`config.mk`:
```
export PLATFORM = sky130hd
export DESIGN_NAME = seven_seg_scanner_flat
export DESIGN_NICKNAME = d
export VERILOG_FILES = /design/src/rtl/seven_seg_scanner_pkg.sv /design/src/rtl/seven_seg_scanner_if.sv /design/src/rtl/seven_seg_scanner_seg7_decoder.sv /design/src/rtl/seven_seg_scanner.sv /design/src/flat_wrapper.sv
export SDC_FILE = /design/constraint.sdc
export NUM_CORES = 1
export LEC_CHECK = 0
export CORE_MARGIN = 2
export CORE_UTILIZATION = 46
export DETAILED_ROUTE_END_ITERATION = 6
export HOLD_SLACK_MARGIN = 0.12
export PLACE_DENSITY = 0.69
export SYNTH_ARGS = -nofsm -noshare
export SYNTH_HDL_FRONTEND = slang
export SYNTH_SLANG_ARGS = --single-unit
```
`constraint.sdc`:
```
create_clock -name clk -period 10.05 [get_ports clk]
set_clock_uncertainty 0.05 [all_clocks]
set_input_delay 2.01 -clock clk [delete_from_list [all_inputs] [get_ports clk]]
set_output_delay 2.01 -clock clk [all_outputs]
set_load 0.005 [all_outputs]
```
`src/rtl/seven_seg_scanner_pkg.sv`:
```
// Shared display parameters: default geometry, special digit codes and
// active-low segment patterns (bit 6 = a ... bit 0 = g).
package seven_seg_scanner_pkg;

    localparam int DEFAULT_DIGITS   = 4;
    localparam int DEFAULT_CLK_HZ   = 100_000_000;
    localparam int DEFAULT_DIGIT_HZ = 1000;
    localparam int DEFAULT_BRIGHT_W = 3;

    typedef logic [6:0] seg_t;

    // Digit codes shared with the BCD producer.
    localparam logic [3:0] CODE_MINUS = 4'hF;
    localparam logic [3:0] CODE_BLANK = 4'hA;

    localparam seg_t SEG_BLANK = 7'b1111111;
    localparam seg_t SEG_MINUS = 7'b1111110;
    localparam seg_t SEG_ERROR = 7'b0110110;

    localparam seg_t SEG_DIGIT [10] = '{
        7'b0000001, 7'b1001111, 7'b0010010, 7'b0000110, 7'b1001100,
        7'b0100100, 7'b0100000, 7'b0001111, 7'b0000000, 7'b0000100
    };

endpackage

```
`src/rtl/seven_seg_scanner_if.sv`:
```
// Panel bus between the BCD producer (master) and the scanner (slave).
interface seven_seg_scanner_if
    import seven_seg_scanner_pkg::*;
#(
    parameter int DIGITS   = DEFAULT_DIGITS,
    parameter int BRIGHT_W = DEFAULT_BRIGHT_W
);
    logic [DIGITS*4-1:0]  digits_i;
    logic [DIGITS-1:0]    dp_i;
    logic                 blank_lz_i;
    logic [BRIGHT_W-1:0]  bright_i;
    logic                 en_i;
    seg_t                 led_7seg_o;
    logic                 dp_o;
    logic [DIGITS-1:0]    anode_o;
    logic                 frame_o;

    modport master (
        output digits_i, dp_i, blank_lz_i, bright_i, en_i,
        input  led_7seg_o, dp_o, anode_o, frame_o
    );

    modport slave (
        input  digits_i, dp_i, blank_lz_i, bright_i, en_i,
        output led_7seg_o, dp_o, anode_o, frame_o
    );
endinterface

```
`src/rtl/seven_seg_scanner_seg7_decoder.sv`:
```
// Combinational 4-bit code to active-low seven-segment pattern.
// Codes B..E have no glyph and show the error pattern.
module seg7_decoder
    import seven_seg_scanner_pkg::*;
(
    input  logic [3:0] code,
    input  logic       blank,
    output seg_t       seg
);
    // Decode with blanking taking priority over the code.
    // NOTE: seg gets a default first so every path assigns it and no latch is inferred.
    always_comb begin
        seg = SEG_ERROR;
        if (blank || code == CODE_BLANK) begin
            seg = SEG_BLANK;
        end else if (code == CODE_MINUS) begin
            seg = SEG_MINUS;
        end else if (code <= 4'd9) begin
            seg = SEG_DIGIT[code];
        end
    end
endmodule

```
`src/rtl/seven_seg_scanner.sv`:
```
// Multiplexed common-anode seven-segment scanner with per-digit points,
// leading-zero blanking, PWM brightness, one dead-time cycle per slot and
// frame-coherent input sampling. The bus interface must be built with the
// same DIGITS/BRIGHT_W as this module.
module seven_seg_scanner
    import seven_seg_scanner_pkg::*;
#(
    parameter int DIGITS   = DEFAULT_DIGITS,
    parameter int CLK_HZ   = DEFAULT_CLK_HZ,
    parameter int DIGIT_HZ = DEFAULT_DIGIT_HZ,
    parameter int BRIGHT_W = DEFAULT_BRIGHT_W
) (
    input  logic                 clk,
    input  logic                 rst,
    seven_seg_scanner_if.slave   bus
);
    localparam int TICK_DIV = CLK_HZ / DIGIT_HZ;
    localparam int SUB      = TICK_DIV / (2 ** BRIGHT_W);
    localparam int DIV_W    = (TICK_DIV > 1) ? $clog2(TICK_DIV) : 1;
    localparam int SUB_W    = (SUB > 1) ? $clog2(SUB) : 1;
    localparam int IDX_W    = $clog2(DIGITS);

    logic [DIV_W-1:0]    div_cnt;
    logic [SUB_W-1:0]    sub_cnt;
    logic [BRIGHT_W-1:0] phase;
    logic [IDX_W-1:0]    idx;
    logic                slot_start;
    logic                slot_end;
    logic                frame_start;

    logic [DIGITS*4-1:0] sh_digits;
    logic [DIGITS-1:0]   sh_dp;
    logic                sh_blank_lz;
    logic [BRIGHT_W-1:0] sh_bright;

    // Values the current cycle displays: on frame start the fresh inputs,
    // so the dead-time cycle already carries the new frame's data.
    logic [DIGITS*4-1:0] eff_digits;
    logic [DIGITS-1:0]   eff_dp;
    logic                eff_blank_lz;

    logic [DIGITS-1:0]   blank_mask;
    logic                zero_run;
    logic [3:0]          cur_code;
    seg_t                cur_seg;
    logic                lit;

    assign slot_start  = (div_cnt == '0);
    assign slot_end    = (div_cnt == DIV_W'(TICK_DIV - 1));
    assign frame_start = slot_start && (idx == '0);

    assign eff_digits   = frame_start ? bus.digits_i   : sh_digits;
    assign eff_dp       = frame_start ? bus.dp_i       : sh_dp;
    assign eff_blank_lz = frame_start ? bus.blank_lz_i : sh_blank_lz;

    // Slot divider, PWM phase counter and scan index.
    // NOTE: sequential state uses non-blocking assignments so every register samples pre-edge values.
    always_ff @(posedge clk) begin
        if (rst) begin
            div_cnt <= '0;
            sub_cnt <= '0;
            phase   <= '0;
            idx     <= '0;
        end else if (slot_end) begin
            div_cnt <= '0;
            sub_cnt <= '0;
            phase   <= '0;
            idx     <= (idx == IDX_W'(DIGITS - 1)) ? '0 : idx + 1'b1;
        end else begin
            div_cnt <= div_cnt + 1'b1;
            if (sub_cnt == SUB_W'(SUB - 1)) begin
                sub_cnt <= '0;
                phase   <= phase + 1'b1;
            end else begin
                sub_cnt <= sub_cnt + 1'b1;
            end
        end
    end

    // Shadow registers reload only at frame start so a frame never mixes old and new data.
    // NOTE: the shadows are cleared on reset so the first frame never shows undefined data.
    always_ff @(posedge clk) begin
        if (rst) begin
            sh_digits   <= '0;
            sh_dp       <= '0;
            sh_blank_lz <= 1'b0;
            sh_bright   <= '0;
        end else if (frame_start) begin
            sh_digits   <= bus.digits_i;
            sh_dp       <= bus.dp_i;
            sh_blank_lz <= bus.blank_lz_i;
            sh_bright   <= bus.bright_i;
        end
    end

    // Leading-zero mask: walk from the leftmost digit while digits stay zero; digit 0 always shows.
    always_comb begin
        blank_mask = '0;
        zero_run   = eff_blank_lz;
        for (int i = DIGITS - 1; i > 0; i--) begin
            zero_run      = zero_run && (eff_digits[4*i +: 4] == 4'd0);
            blank_mask[i] = zero_run;
        end
    end

    assign cur_code = eff_digits[{idx, 2'b00} +: 4];

    seg7_decoder u_decoder (
        .code  (cur_code),
        .blank (blank_mask[idx]),
        .seg   (cur_seg)
    );

    // Anode is lit outside the dead-time cycle while the PWM phase is within the brightness setting.
    assign lit = bus.en_i && !slot_start && (phase <= sh_bright);

    // Output registers; reset darkens the panel at the very next edge.
    always_ff @(posedge clk) begin
        if (rst) begin
            bus.anode_o    <= '1;
            bus.led_7seg_o <= SEG_BLANK;
            bus.dp_o       <= 1'b1;
            bus.frame_o    <= 1'b0;
        end else begin
            bus.anode_o    <= lit ? ~(DIGITS'(1) << idx) : '1;
            bus.led_7seg_o <= cur_seg;
            bus.dp_o       <= ~eff_dp[idx];
            bus.frame_o    <= frame_start;
        end
    end
endmodule

```
`src/flat_wrapper.sv`:
```
// flat-port wrapper written by rule: the top's interface ports become plain ports
module seven_seg_scanner_flat import seven_seg_scanner_pkg::*;
#(
    parameter int DIGITS   = DEFAULT_DIGITS,
    parameter int CLK_HZ   = DEFAULT_CLK_HZ,
    parameter int DIGIT_HZ = DEFAULT_DIGIT_HZ,
    parameter int BRIGHT_W = DEFAULT_BRIGHT_W
)
  (clk, rst, bus_digits_i, bus_dp_i, bus_blank_lz_i, bus_bright_i, bus_en_i, bus_led_7seg_o, bus_dp_o, bus_anode_o, bus_frame_o);
  seven_seg_scanner_if #(.DIGITS(DIGITS), .BRIGHT_W(BRIGHT_W)) bus_i ();
  input  logic clk;
  input  logic rst;
  input wire logic [$bits(bus_i.digits_i)-1:0] bus_digits_i;
  input wire logic [$bits(bus_i.dp_i)-1:0] bus_dp_i;
  input wire logic [$bits(bus_i.blank_lz_i)-1:0] bus_blank_lz_i;
  input wire logic [$bits(bus_i.bright_i)-1:0] bus_bright_i;
  input wire logic [$bits(bus_i.en_i)-1:0] bus_en_i;
  output wire logic [$bits(bus_i.led_7seg_o)-1:0] bus_led_7seg_o;
  output wire logic [$bits(bus_i.dp_o)-1:0] bus_dp_o;
  output wire logic [$bits(bus_i.anode_o)-1:0] bus_anode_o;
  output wire logic [$bits(bus_i.frame_o)-1:0] bus_frame_o;
  assign bus_i.digits_i = bus_digits_i;
  assign bus_i.dp_i = bus_dp_i;
  assign bus_i.blank_lz_i = bus_blank_lz_i;
  assign bus_i.bright_i = bus_bright_i;
  assign bus_i.en_i = bus_en_i;
  assign bus_led_7seg_o = bus_i.led_7seg_o;
  assign bus_dp_o = bus_i.dp_o;
  assign bus_anode_o = bus_i.anode_o;
  assign bus_frame_o = bus_i.frame_o;
  seven_seg_scanner #(.DIGITS(DIGITS), .CLK_HZ(CLK_HZ), .DIGIT_HZ(DIGIT_HZ), .BRIGHT_W(BRIGHT_W)) u_core (.clk(clk), .rst(rst), .bus(bus_i));
endmodule
```
# [After elaboration in Yosys (flattened, before gate mapping)]
# Memory sizes are Yosys's and may differ from the RTL's.
# Cells that the tools add are included.
[word_totals] ff_bits=73 romBits=112 inputBits=27 out_inout_bits=13 elab_cells=66 mem_count=1
[classes] addsub=4 magnitude_cmp=4 eq_ne=5 shifts=2 muxes=12 bitwise=5 reduce_logical=19
[memory_table] name="(no name shown)" depth=16 word_bits=7 rd=1 rd_clocked_by_memory_dff=0 wr=0 line="seven_seg_scanner_seg7_decoder.sv:19" rtl="seg = SEG_DIGIT[code];"
[op_table] operator="2-to-1 mux 7 bit" count=3
[op_table] operator="adder 17 x 1 -> 17 bit (second input constant)" count=1
[op_table] operator="== test 17 bit (second input constant)" count=1
[op_table] operator="zero test 17 bit" count=1
[op_table] operator="2-to-1 mux 16 bit" count=1
[op_table] operator="indexed part select 16 x 5 -> 4 bit" count=1
[op_table] operator="adder 14 x 1 -> 14 bit (second input constant)" count=1
[op_table] operator="== test 14 bit (second input constant)" count=1
[op_table] operator="zero test 4 bit" count=3
[op_table] operator="== test 4 bit (second input constant)" count=2
[op_table] operator="logical AND 1 bit" count=6
[op_table] operator="OR reduction 2 bit" count=3
[op_table] operator="OR reduction 3 bit" count=2
[op_table] operator="greater-or-equal comparator 5 bit (second input constant)" count=1
[op_table] operator="NOT 4 -> 5 bit" count=1
[op_table] operator="binary-select mux 1 bit (select 2 bit)" count=2
[op_table] operator="less-or-equal comparator 4 bit (second input constant)" count=1
[op_table] operator="2-to-1 mux 1 bit" count=4
[op_table] operator="2-to-1 mux 4 bit" count=1
[op_table] operator="NOT 4 bit" count=1
[op_table] operator="OR reduction 4 bit" count=1
[op_table] operator="<< shifter 1 x 2 -> 4 bit (first input constant)" count=1
[op_table] operator="adder 3 x 1 -> 3 bit (second input constant)" count=1
[op_table] operator="less-or-equal comparator 3 bit" count=1
[op_table] operator="other kinds (8)" count=10

# [Logic depth before layout (Yosys ltp)]
[logic_depth] word_depth=11 mapped_depth=14 ltp_nobuf=13

# [By module]
# From an unflattened synthesis, not the netlist that was laid out.
[hier_totals] hier_cells=401 area_unflattened_um2=3573.4
[modules_own_cells] mod="seven_seg_scanner" instances=1 cells_per_inst=362 area_each_um2=3319.4 seq_area_each_um2=1461.4
[modules_own_cells] mod="seg7_decoder" instances=1 cells_per_inst=39 area_each_um2=254.0 seq_area_each_um2=0.0

# [Worst setup path before layout]
# No wires, ideal clock.
[synth_path] kind="input to register" start="input port bus_digits_i[9]" end="register u_core.bus.led_7seg_o[1]" setup_ns=0.126 arrival_ns=3.658 required_time_ns=9.874 slack_ns=6.215 cell_stages=8 cell_sequence="mux4_2 > mux2_4 > inv_1 > ha_1 > nor2_1 > a2111o_1 > a21oi_2 > o21ai_0"
[synth_via] elab_chain_len=8
[synth_lines] element="start: declaration" line="flat_wrapper.sv:13" rtl="input wire logic [$bits(bus_i.digits_i)-1:0] bus_digits_i;"
[synth_lines] element="2-to-1 mux 16 bit (*)"
[synth_lines] element="parallel branches: the longest is 7 deep, another holds memory read (16 x 7 bit)"
[synth_lines] element="end signal: assignment" line="seven_seg_scanner.sv:126" rtl="bus.led_7seg_o <= cur_seg;"
[synth_lines] element="end: declaration" line="seven_seg_scanner_if.sv:25" rtl="output led_7seg_o, dp_o, anode_o, frame_o"
# Mark *: on every way between the ends. The select of a mux whose other input is x is not followed.
# A chain may end at the register's enable or synchronous reset.

# [Final worst setup path]
# Same ends and word-level chain as after synthesis.

==> results.sh <==
export IMPL_status="finished, final reports clean"
export IMPL_syn_num_nets=418
export IMPL_vias=2656
export IMPL_die_width_um=90.4
export IMPL_avgRoutedWirePerCell_um=13.1
export IMPL_drt_wl_total_um=6730
export IMPL_cap_violations=0
export IMPL_fp_dieH_um=90.4
export IMPL_synth_top_family_by_area="simple AND/OR/NAND/NOR gates"
export IMPL_drt_iter0_markers=117
export IMPL_hold_slack_ns=0.403
export IMPL_hold_viol=0
export IMPL_synth_adder_area_share_pct=5.46
export IMPL_synth_seq_cells=73
export IMPL_placed_area_um2=3890
export IMPL_path_clk_slew_ns=0.07
export IMPL_yosysTopAreaCell="dfxtp_1"
export IMPL_drive_gt1_share_pct=7.69
export IMPL_coreArea_um2=7250
export IMPL_power_uw=617
export IMPL_final_area_um2=4050
export IMPL_clkLatencyLatePin_ns=0.33
export IMPL_route_detailed_drc=0
export IMPL_setup_viol=0
export IMPL_rsz0062_at_grt="false"
export IMPL_instances_no_fill=515
export IMPL_ys_warn_count=0
export IMPL_synth_edf_count=0
export IMPL_avgViaCountPerCell=5.16
export IMPL_synth_xor_area_share_pct=6.88
export IMPL_clock_sinks=73
export IMPL_cpPeakStageDelay_ns=0.48
export IMPL_peakVddDrop_mv=0.0771
export IMPL_timing_rr_start="u_core.idx[1]$_SDFFE_PP0P_"
export IMPL_hold_end="u_core.sh_bright[2]$_SDFFE_PP0N_"
export IMPL_crit_type="in -> reg"
export IMPL_antenna_found_initial=0
export IMPL_setup_tns_ns=0
export IMPL_multi_input_area_um2=1850
export IMPL_clockBufferDepth=2
export IMPL_drtAntennaViolNets=0
export IMPL_initial_core_util_pct=47.4
export IMPL_synthTopCellsByArea="dfxtp_1, nand2_1, ha_1"
export IMPL_startpoint_type="input pin"
export IMPL_diodes=0
export IMPL_hold_depth=2
export IMPL_rows=31
export IMPL_grt_usage_pct=17.4
export IMPL_numPortBuffers=39
export IMPL_p_leak_nw=1.60
export IMPL_seqCellArea_um2=1460
export IMPL_crit_fanout=4
export IMPL_grt_overflow=0
export IMPL_cts_hold_buffers=0
export IMPL_grt_max_degree=32
export IMPL_syn_area_um2=3440
export IMPL_gp_routability_congestion=0.817
export IMPL_reg2regPathDepth=12
export IMPL_hold_path_class="reg -> reg"
export IMPL_nFillCells=705
export IMPL_synth_flop_cell="dfxtp_1"
export IMPL_crit_arrival_ns=4.27
export IMPL_dp_hpwl_um=4900
export IMPL_cts_root_buf="clkbuf_8"
export IMPL_die_area_um2=8180
export IMPL_finalCritPeriodShare_pct=40.9
export IMPL_synth_mux_area_share_pct=9.18
export IMPL_grt_pass1_vias=2494
export IMPL_path_cells="clkdlybuf4s50_1, mux4_2, mux2_4, inv_1, ha_1, nor2_1, a2111o_1, a21oi_2, o21ai_0"
export IMPL_async_reset_ff_share_pct=0
export IMPL_cp_required_ns=10.21
export IMPL_tightest_slew_ns=0.754
export IMPL_io_pins=40
export IMPL_rr_endpoint="u_core.bus.led_7seg_o[1]$_SDFF_PP1_"
export IMPL_timing_fmax_mhz=243
export IMPL_relSlewSlack_pct=49.7
export IMPL_syn_avg_cell_area_um2=9.14
export IMPL_numCtsBuffers=9
export IMPL_finalCriticalPeriod_ns=4.11
export IMPL_drv_slew=0
export IMPL_cpMaxStageDelayCell="mux4_2"
export IMPL_areaGrowthSynthToFinish_pct=18.0
export IMPL_placed_cells=501
export IMPL_synth_top_cell_area_share_pct=42.5
export IMPL_synth_compound_area_share_pct=9.69
export IMPL_post_cts_buffers=0
export IMPL_yosysSeqAreaShare_pct=42.5
export IMPL_nNetsFinal=455
export IMPL_syn_instance_count=376
export IMPL_first_pass_iters=4
export IMPL_synth_simple_area_share_pct=22.5
export IMPL_h_tree_depth=3
export IMPL_grt_first_pass_wirelength_um=11700
export IMPL_tritoncts="yes"
export IMPL_ys_types=50
export IMPL_min_delay_start="u_core.sh_bright[2]$_SDFFE_PP0N_"
export IMPL_powerDensity_nw_per_um2=152
export IMPL_ctsResizeCount=0
export IMPL_r2r_setup_slack_ns=6.13
export IMPL_end_kind="register"
## sequential cells by signal (all words and copies together) (netlist names)
name                   count
u_core.phase               3
u_core.bus.dp_o            1
u_core.bus.frame_o         1
u_core.bus.led_7seg_o      7
u_core.sh_dp               4
u_core.sub_cnt            14
u_core.sh_bright           3
u_core.bus.anode_o         4
u_core.sh_blank_lz         1
u_core.idx                 2
u_core.div_cnt            17
u_core.sh_digits          16
## worst max-delay path: cells and delay by family
kind                     cells  cell delay [ns]
multiplexers                 2             0.78
AO/OA/AOI/OAI                3             0.70
adder cells (fa/ha/maj)      1             0.18
buffers and inverters        2             0.53
AND/OR/NAND/NOR              1             0.06
## metrics by stage
| step | utilization, % | setup slack [ns] |
|---|---|---|
| finish | 55.9 | 5.94 |
| global route | 55.9 | 5.85 |
| CTS | 55.9 | 5.96 |
| detailed placement | 53.6 | 5.60 |
| global placement | 53.6 | 5.68 |
| floorplan | - | 6.22 |
## cells in the final DEF (no fill, tap or decap), types with 2 or more instances in the layout
cell / count
a21oi_1: 21
a31oi_1: 4
and3_1: 10
clkbuf_1: 3
clkbuf_8: 11
clkdlybuf4s50_1: 39
dfxtp_1: 73
ha_1: 15
inv_1: 15
mux2_2: 2
mux2_4: 2
mux2i_1: 12
mux4_1: 2
mux4_2: 4
nand2_1: 57
nand3_1: 15
nand4_1: 5
nor2_1: 48
nor3_1: 4
nor4_1: 3
o21a_1: 2
o21ai_0: 7
o221ai_1: 2
o31ai_1: 2
o41ai_1: 2
or3_1: 3
or4_1: 2
or4b_2: 2
xnor2_1: 9
xor2_1: 18
## routing by layer
| layer | part of all wire [%] | global-route usage, % | vias to the layer above |
|---|---|---|---|
| li1 | - | - | 1364 |
| met1 | 50 | 24.4 | 1221 |
| met2 | 44 | 26.0 | 61 |
| met3 | 4.4 | 3.34 | 10 |
| met4 | 1.5 | 7.69 | 0 |
| met5 | 0 | 0 | - |
## cell families after synthesis
group | after synthesis
xor gates and xnor gates | 27
and+or+nand+nor | 159
AOI/OAI and AO/OA | 50
muxes | 22
buffers and inverters | 30
DFF | 73
adders and majority gates | 15
## synthesized netlist by cell type (9+ instances only)
| cell type | count |
|---|---|
| a21oi_1 | 21 |
| and3_1 | 10 |
| clkbuf_1 | 12 |
| dfxtp_1 | 73 |
| ha_1 | 15 |
| inv_1 | 15 |
| mux2i_1 | 12 |
| nand2_1 | 57 |
| nand3_1 | 15 |
| nor2_1 | 48 |
| xnor2_1 | 9 |
| xor2_1 | 18 |
## final cells by class
class	count	share of cell area [%]
Tap cell	99	3.06
Inverter	16	1.48
Timing Repair Buffer	40	9.82
Clock buffer	14	4.01
Multi-Input combinational cell	273	45.6
Sequential cell	73	36.1
## power by group
part	switching (mW)	total (mW)	leakage, nW	internal [mW]
sequential	0.00889	0.315	0.597	0.306
clock	0.0957	0.197	0.0826	0.101
combinational	0.0520	0.105	0.925	0.0533
total	0.157	0.617	1.60	0.460
## worst max-delay path by stage
stage / start / end / slack, ns / cells past startpoint
floorplan: bus_digits_i[9] / u_core.bus.led_7seg_o[1]$_SDFF_PP1_ / 6.22 / 8
global placement: bus_digits_i[9] / u_core.bus.led_7seg_o[4]$_SDFF_PP1_ / 5.68 / 9
detailed placement: bus_digits_i[9] / u_core.bus.led_7seg_o[1]$_SDFF_PP1_ / 5.60 / 9
CTS: bus_digits_i[9] / u_core.bus.led_7seg_o[1]$_SDFF_PP1_ / 5.96 / 9
global route: bus_digits_i[9] / u_core.bus.led_7seg_o[1]$_SDFF_PP1_ / 5.85 / 9
finish: bus_digits_i[9] / u_core.bus.led_7seg_o[1]$_SDFF_PP1_ / 5.94 / 9
Power figures use the tool's default switching activity.
